===== config.mk =====
export PLATFORM = sky130hd
export DESIGN_NAME = pos_mask_decoder
export DESIGN_NICKNAME = d
export VERILOG_FILES = /design/src/rtl/pos_mask_decoder.sv
export SDC_FILE = /design/constraint.sdc
export NUM_CORES = 1
export LEC_CHECK = 0
export CAP_MARGIN = 30
export CORE_MARGIN = 2
export CORE_UTILIZATION = 53
export DETAILED_ROUTE_END_ITERATION = 10
export HOLD_SLACK_MARGIN = 0.12
export PLACE_DENSITY_LB_ADDON = 0.1
export RECOVER_POWER = 50
export SYNTH_ARGS = -nofsm -noshare
export SYNTH_HDL_FRONTEND = slang
export SYNTH_SLANG_ARGS = --single-unit

===== constraint.sdc =====
create_clock -name clk -period 6.4 [get_ports clk]
set_clock_uncertainty 0.2 [all_clocks]
set_input_delay 1.92 -clock clk [delete_from_list [all_inputs] [get_ports clk]]
set_output_delay 1.92 -clock clk [all_outputs]
set_load 0.02 [all_outputs]

===== src/rtl/pos_mask_decoder.sv =====
// rtl/pos_mask_decoder.sv - accumulates bit-position codes into a multi-hot mask
//
// Purpose: inverse of the position encoder. Each accepted beat carries a bit
// position; the block ORs that bit into a registered mask. The frame's last
// beat moves the block to HOLD. In HOLD it presents the mask, the number of
// distinct bits set, and a sticky illegal-code flag until the consumer takes
// them.
//
// Ports:
//   clk        rising-edge clock
//   rst_n      asynchronous active-low reset
//   in_valid   position beat valid
//   in_ready   block can accept a beat (high only in ACCUM)
//   in_pos     bit position, 0 = LSB; NONE_CODE = no bit; other codes >= DATA_W are illegal
//   in_last    final beat of the frame
//   out_valid  completed mask available (high only in HOLD)
//   out_ready  consumer takes the mask
//   out_data   accumulated mask
//   out_count  number of distinct bits set in out_data
//   out_err    frame contained an illegal code
//
// DATA_W must be no larger than 2**POS_W - 1.

module pos_mask_decoder #(
    parameter int DATA_W    = 32,
    parameter int POS_W     = 6,
    parameter int NONE_CODE = 32
) (
    input  logic              clk,
    input  logic              rst_n,
    input  logic              in_valid,
    output logic              in_ready,
    input  logic [POS_W-1:0]  in_pos,
    input  logic              in_last,
    output logic              out_valid,
    input  logic              out_ready,
    output logic [DATA_W-1:0] out_data,
    output logic [POS_W-1:0]  out_count,
    output logic              out_err
);

    localparam int IDX_W = $clog2(DATA_W);

    localparam logic [POS_W-1:0]  DATA_W_CODE = POS_W'(DATA_W);
    localparam logic [POS_W-1:0]  NONE_P      = POS_W'(NONE_CODE);
    localparam logic [POS_W-1:0]  COUNT_ONE   = {{(POS_W-1){1'b0}}, 1'b1};
    localparam logic [DATA_W-1:0] MASK_ONE    = {{(DATA_W-1){1'b0}}, 1'b1};

    typedef enum logic {
        ACCUM = 1'b0,
        HOLD  = 1'b1
    } state_t;

    state_t              state_q, state_d;
    logic [DATA_W-1:0]   mask_q,  mask_d;
    logic [POS_W-1:0]    count_q, count_d;
    logic                err_q,   err_d;

    logic                accept;
    logic                in_range;
    logic [IDX_W-1:0]    bit_idx;
    logic [DATA_W-1:0]   bit_onehot;
    logic                bit_new;

    // Only the low index bits are meaningful when the code is in range.
    // Out-of-range codes never reach the mask because in_range gates them.
    assign in_range   = (in_pos < DATA_W_CODE);
    assign bit_idx    = in_pos[IDX_W-1:0];
    assign bit_onehot = MASK_ONE << bit_idx;
    // Counting only bits that are new makes duplicate positions idempotent.
    // The count therefore always equals popcount(mask) and cannot exceed DATA_W.
    assign bit_new    = ~|(mask_q & bit_onehot);
    assign accept     = in_valid && (state_q == ACCUM);

    always_comb begin
        state_d = state_q;
        mask_d  = mask_q;
        count_d = count_q;
        err_d   = err_q;

        case (state_q)
            ACCUM: begin
                if (accept) begin
                    if (in_range) begin
                        mask_d = mask_q | bit_onehot;
                        if (bit_new) begin
                            count_d = count_q + COUNT_ONE;
                        end
                    end else if (in_pos != NONE_P) begin
                        err_d = 1'b1;
                    end
                    if (in_last) begin
                        state_d = HOLD;
                    end
                end
            end
            HOLD: begin
                // The transfer edge clears everything. There is no bypass to
                // accept a new beat in the same cycle.
                if (out_ready) begin
                    state_d = ACCUM;
                    mask_d  = '0;
                    count_d = '0;
                    err_d   = 1'b0;
                end
            end
            default: begin
                state_d = ACCUM;
            end
        endcase
    end

    always_ff @(posedge clk or negedge rst_n) begin
        if (!rst_n) begin
            state_q <= ACCUM;
            mask_q  <= '0;
            count_q <= '0;
            err_q   <= 1'b0;
        end else begin
            state_q <= state_d;
            mask_q  <= mask_d;
            count_q <= count_d;
            err_q   <= err_d;
        end
    end

    // The handshake flags decode directly from the state flop. The data
    // outputs are the accumulation registers themselves.
    assign in_ready  = (state_q == ACCUM);
    assign out_valid = (state_q == HOLD);
    assign out_data  = mask_q;
    assign out_count = count_q;
    assign out_err   = err_q;

endmodule


==> metrics, run 1 <==
status finished, violations left; failing checks capacitance limit, slew limit; cts bufs inserted 5; vias per std cell roughly 6.0; setup bufs post-CTS 0; Post-Route WL approximately 5400 um; NumNets Final approximately 290; ANT cells 0; DP Area between 2000 and 3000 sq um; Max Clock Freq roughly 0.21 GHz; Hold Path End out_err$_DFFE_PN0P_; share of layout cells above drive strength 1 under 10%; Synth Cell Area approximately 2100 sq um; PostCTS Resize Cnt 0; Root Buffer clkbuf_8; reg2reg start out_valid$_DFF_PN0_; initial antenna violation count 0; EDFF count, synth 0; Finished Layout Cells around 320; synthesis-stage register bit count 40; Worst Path Required 6390 ps; final core utilization about two thirds; post-detailed-route count of antenna-violating nets 0; CP delay by family, top compound AO/OA/AOI/OAI gates; grt met3 use under 10%; Arr. time, crit path between 4000 and 5000 ps; CTS tree built; hold_sp out_err$_DFFE_PN0P_; CP max stage cell clkdlybuf4s50_1; met1 Use GR a little under two fifths; DP HPWL approximately 3700 um; FP Rows 23; Tcrit/Tclk final approximately three quarters; io pins 52; sequential fraction of the synthesis area 46.8%; # setup viols final 0; Crit Path Category primary input to flop; grt total ovfl 0; GRT busiest layer met2; first-pass GRT wire length a little under 9000 um; setup_tns 0 ps; Die Wd between 60 and 70 um; area share of the largest cell type after synthesis a little under half; CP Launch Type primary input; Slew @ Worst Pin between 2000 and 2500 ps; pwr dens ~240 nW/um^2; largest net degree at the start of global routing 41; drt drc 0; Port Buffer Count 51; vias post-DR about 2000; reg-to-reg endpoint out_count[4]$_DFFE_PN0P_; maximum clock path buffer count 2; Total GRT Usage 26.0%; clock-pin slew on the worst setup and hold paths approximately 80 ps; Min Clock Period, post-route between 4000 and 5000 ps; Hold/Removal Path Class flop to flop; worst-path fanout max 20; RSZ-0062 raised after global routing no; Pwr Total between 0.6 and 0.7 mW; First DRT Iteration DRCs around 240; pins over their slew limit 41; DIE AREA between 4000 and 5000 sq um; H-Tree Depth 2; # hold bufs at CTS 0; Max Cap Violations 1; Hold Path Depth 1; later-pin clock latency in the skew report 290 ps; Buf+Inv Stages, Crit Path 1; critical path cell sequence clkdlybuf4s50_1 -> nand2b_1 -> o21ai_0 -> a311o_1 -> a2111oi_0 -> nand2_1 -> a32o_1; Mapped Nets roughly 240; Fin. Hold Viols 0; post-synthesis cell type count 48; dpl cells 316; Layout area overhead 26.4%; Placer Congestion just under 0.9; Core Region roughly 3900 sq um; routed len/inst roughly 17 um; fin area roughly 2700 sq um; Clock Sinks 40; die height between 60 and 70 um; Pleak approximately 1.2 nW; syn_area_per_cell just over 9 sq um; R2R depth 6; met2 usage 37.7%; drt pass-1 iters 4; synth top area cells dfrtp_1 47%, a21oi_1 7.5%, nor2_1 7.4%, buf_6 3.2%, nand3_1 3.0%; vias in the first global route between 1500 and 2000; Mapped Cells 230; Critical Path Sink Type flop; CP max stage delay 890 ps; initial core utilization 54.3%; relative slew slack -37.9%; ys async rst share 100%; Syn. warnings 0; Synth Flop Type dfrtp_1; cell taking the most area after synthesis dfrtp_1; Crit path depth 7; R2R Setup Slk between 3000 and 4000 ps; Peak VDD IR roughly 150 uV
-- layer usage --
| layer | vias to the layer above | wire [um] |
|---|---|---|
| li1 | 918 | - |
| met1 | 947 | 2370 |
| met2 | 80 | 2550 |
| met3 | 6 | 403 |
| met4 | 0 | 80 |
| met5 | - | 0 |
-- layout by cell type (no fill, tap or decap), types with 4 or more instances in the layout --
| cell | netlist | routed |
|---|---|---|
| clkdlybuf4s50_1 | 0 | 30 |
| nor3b_1 | 5 | 5 |
| nand3_1 | 13 | 13 |
| dlygate4sd3_1 | 0 | 20 |
| o21ai_0 | 6 | 6 |
| nand2_1 | 9 | 9 |
| a31oi_1 | 4 | 4 |
| inv_1 | 4 | 4 |
| nor3_1 | 6 | 6 |
| dfrtp_1 | 40 | 40 |
| nor2_1 | 42 | 41 |
| a21oi_1 | 32 | 32 |
| nor2b_1 | 4 | 4 |
| o211ai_1 | 4 | 4 |
| clkbuf_8 | 3 | 7 |
-- where the power goes --
part	switching (mW)	leakage [nW]	internal [mW]
logic	0.0792	0.598	0.0592
registers	0.0241	0.547	0.272
clock network	0.0870	0.0645	0.138
total	0.190	1.21	0.469
-- layout make-up --
class | count | area (sq um)
fillers | 345 | 1240
flip-flops and latches | 40 | 1000
multi-input cells | 170 | 988
repair buffers | 52 | 512
clock buffers | 7 | 96.3
well taps | 50 | 62.6
clock inverters | 1 | 30.0
inverters | 4 | 15.0
-- Yosys cell counts, drive strengths merged, types with 2 or more instances --
cell type	count
nand2b	3
dfrtp	40
nand2	9
and3b	3
nor2	42
a31oi	4
mux2	3
nand3b	2
nor2b	4
inv	4
o311ai	3
nand3	13
nor3b	5
o211ai	4
clkbuf	9
nor3	6
buf	7
and4	2
a21oi	32
mux2i	2
o221ai	3
a32oi	3
o21ai	7
-- registers in the layout, indices dropped and copies added (netlist names) --
signal,cells
out_err,1
out_data,32
out_valid,1
out_count,6
-- stage by stage --
step | setup slack (ps) | hold WS (ps)
4_1_cts | 1720 | 289
6_report | 1690 | 283
3_3_place_gp | 1440 | 262
2_1_floorplan | 2440 | 394
5_1_grt | 1410 | 297
3_5_place_dp | 1410 | 273
-- how the worst max path moves through the flow --
stage          startpoint                        to  slack [ps]
2_1_floorplan   in_pos[5]  out_count[5]$_DFFE_PN0P_        2440
3_3_place_gp    in_pos[2]  out_count[4]$_DFFE_PN0P_        1440
3_5_place_dp    in_pos[2]  out_count[4]$_DFFE_PN0P_        1410
4_1_cts         in_pos[1]  out_count[4]$_DFFE_PN0P_        1720
5_1_grt         in_pos[4]  out_count[4]$_DFFE_PN0P_        1410
6_report        in_pos[4]  out_count[4]$_DFFE_PN0P_        1690
-- cell families (layout without fill, tap and decap cells) --
family | count (synthesis) | count (layout) | share of synthesized area (%)
adders and majority gates | 1 | 1 | 0.585
DFF | 40 | 40 | 46.8
and+or+nand+nor | 98 | 98 | 23.5
muxes | 5 | 5 | 2.51
AOI/OAI and AO/OA | 65 | 65 | 19.1
buffers and inverters | 20 | 64 | 7.13
xor gates and xnor gates | 1 | 1 | 0.409
Note: power is estimated with default switching activity, not from simulation.
==> inputs of run 2 (changes only) <==
--- a/config.mk
+++ b/config.mk
@@ -7,7 +7,7 @@
 export LEC_CHECK = 0
 export CAP_MARGIN = 30
 export CORE_MARGIN = 2
-export CORE_UTILIZATION = 53
+export CORE_UTILIZATION = 49
 export DETAILED_ROUTE_END_ITERATION = 10
 export HOLD_SLACK_MARGIN = 0.12
 export PLACE_DENSITY_LB_ADDON = 0.1
==> constraint.sdc (replaced) <==
create_clock -name clk -period 4.7 [get_ports clk]
set_clock_uncertainty 0.2 [all_clocks]
set_input_delay 1.41 -clock clk [delete_from_list [all_inputs] [get_ports clk]]
set_output_delay 1.41 -clock clk [all_outputs]
set_load 0.02 [all_outputs]
==> run 2 against run 1 <==
  * The flow still finishes with violations (capacitance limit, slew limit)
  * Highest routed layer unchanged
  * Clock power increased by 25%
  * Routed wire length rose by 2.5%
  * Clock-buffer cell count is 1 lower
  * Global-route usage decreased by 2.3 points
  * Via count is 0.21% lower
  * Critical path type unchanged
==> metrics, run 2 (same netlist as run 1, synthesis figures left out) <==
CP Launch Type primary input; Pwr Total 0.876 mW; die height ~70 um; CTS tree built; status finished, violations left; commonest non-fill, non-tap cells in the layout 41 x nor2_1, 40 x dfrtp_1, 32 x a21oi_1, 30 x clkdlybuf4s50_1, 20 x dlygate4sd3_1; drt drc 0; FP Rows 24; relative slew slack -37.9%; DP Area approximately 2600 sq um; setup bufs post-CTS 0; ANT cells 0; routed len/inst ~17 um; Min Clock Period, post-route 4130 ps; Hold/Removal Path Class flop to flop; DIE AREA ~4900 sq um; # setup viols final 0; area occupied by multi-input gates approximately 1000 sq um; Pleak ~1.2 nW; initial core utilization between 40% and 50%; maximum clock path buffer count 2; Die Wd between 70 and 80 um; grt total ovfl 0; initial antenna violation count 0; Hold Slack ~280 ps; Layout area overhead 28.1%; first-pass GRT wire length ~9000 um; vias in the first global route ~1800; RSZ-0062 raised after global routing no; Placer Congestion 0.894; later-pin clock latency in the skew report ~300 ps; vias post-DR between 1500 and 2000; NumNets Final 292; Crit Path Category primary input to flop; final core utilization between 60% and 70%; cts bufs inserted 5; pwr dens approximately 320 nW/um^2; failing checks capacitance limit, slew limit; Tcrit/Tclk final just under 90%; Critical Path Sink Type flop; pins over their slew limit 41; Peak VDD IR around 180 uV; Max Clock Freq around 0.24 GHz; Total GRT Usage between 20% and 30%; setup_tns 0 ps; Clock Sinks 40; post-detailed-route count of antenna-violating nets 0; Fin. Hold Viols 0; Worst Path Required between 4000 and 5000 ps; commonest non-fill, non-tap cell in the layout nor2_1; Root Buffer clkbuf_8; FILL cells between 300 and 400; H-Tree Depth 2; share of layout cells above drive strength 1 slightly below 8%; Max Cap Violations 1; io pins 52; Core Region 4290 sq um; # hold bufs at CTS 0; DP HPWL roughly 3900 um; Post-Route WL approximately 5500 um; largest net degree at the start of global routing 41; worst-path fanout max 18; max reg flops 32; Arr. time, crit path approximately 4100 ps; First DRT Iteration DRCs between 100 and 150; clock-pin slew on the worst setup and hold paths 80 ps; Port Buffer Count between 50 and 60; Slew @ Worst Pin ~2100 ps; PostCTS Resize Cnt 0; Reg area 1000 sq um; vias per std cell just under 6; drt pass-1 iters 4; fin area ~2700 sq um
[run 2: final timing paths]
path                                     startpoint                        to  slack (ps)  cells after the start
worst max-delay path                      in_pos[0]  out_count[4]$_DFFE_PN0P_         570                      7
min in group asynchronous                     rst_n  out_data[31]$_DFFE_PN0P_        1500                      1
max in group asynchronous                     rst_n   out_data[3]$_DFFE_PN0P_        1610                      1
worst min register to register  out_err$_DFFE_PN0P_       out_err$_DFFE_PN0P_         280                      1
worst max register to register  out_valid$_DFF_PN0_  out_count[5]$_DFFE_PN0P_        1990                      6
worst min-delay path            out_err$_DFFE_PN0P_       out_err$_DFFE_PN0P_         280                      1
[run 2: final cells by class]
type | instances | area share [%]
clock buffers | 6 | 2.65
repair buffers | 59 | 20.6
multi-input cells | 170 | 36.1
clock inverters | 2 | 1.28
inverters | 4 | 0.548
well taps | 52 | 2.37
flip-flops and latches | 40 | 36.5
[run 2: per-layer routing]
layer | part of all wire [%] | up-vias | global-route usage, %
li1 | - | 932 | -
met1 | 47 | 948 | 35.0
met2 | 46 | 58 | 35.3
met3 | 5.4 | 9 | 4.76
met4 | 1.3 | 0 | 7.05
met5 | 0 | - | 0
[run 2: worst max-delay path: stages]
cell and delay (ps):
clkdlybuf4s50_1 870, nor3b_1 690, a32oi_1 200, and4_2 260, nor2_1 370, nor3_1 100, a32o_1 220
[run 2: power by group]
| part | switching, mW | internal (mW) | leakage (nW) |
|---|---|---|---|
| Combinational | 0.109 | 0.0847 | 0.633 |
| Sequential | 0.0309 | 0.370 | 0.547 |
| Clock | 0.123 | 0.158 | 0.0552 |
[run 2: metrics by stage]
step | instances | setup slack (ps)
2_1_floorplan | 230 | 1250
3_3_place_gp | 325 | 408
3_5_place_dp | 325 | 310
4_1_cts | 333 | 592
5_1_grt | 333 | 383
6_report | 333 | 568
==> inputs of run 3 (changes only) <==
--- a/config.mk
+++ b/config.mk
@@ -5,6 +5,7 @@
 export SDC_FILE = /design/constraint.sdc
 export NUM_CORES = 1
 export LEC_CHECK = 0
+export ABC_CLOCK_PERIOD_IN_PS = 4700
 export CAP_MARGIN = 30
 export CORE_MARGIN = 2
 export CORE_UTILIZATION = 49
==> results of run 3 <==
The final DEF is identical to that of run 2; final timing and power are the same.
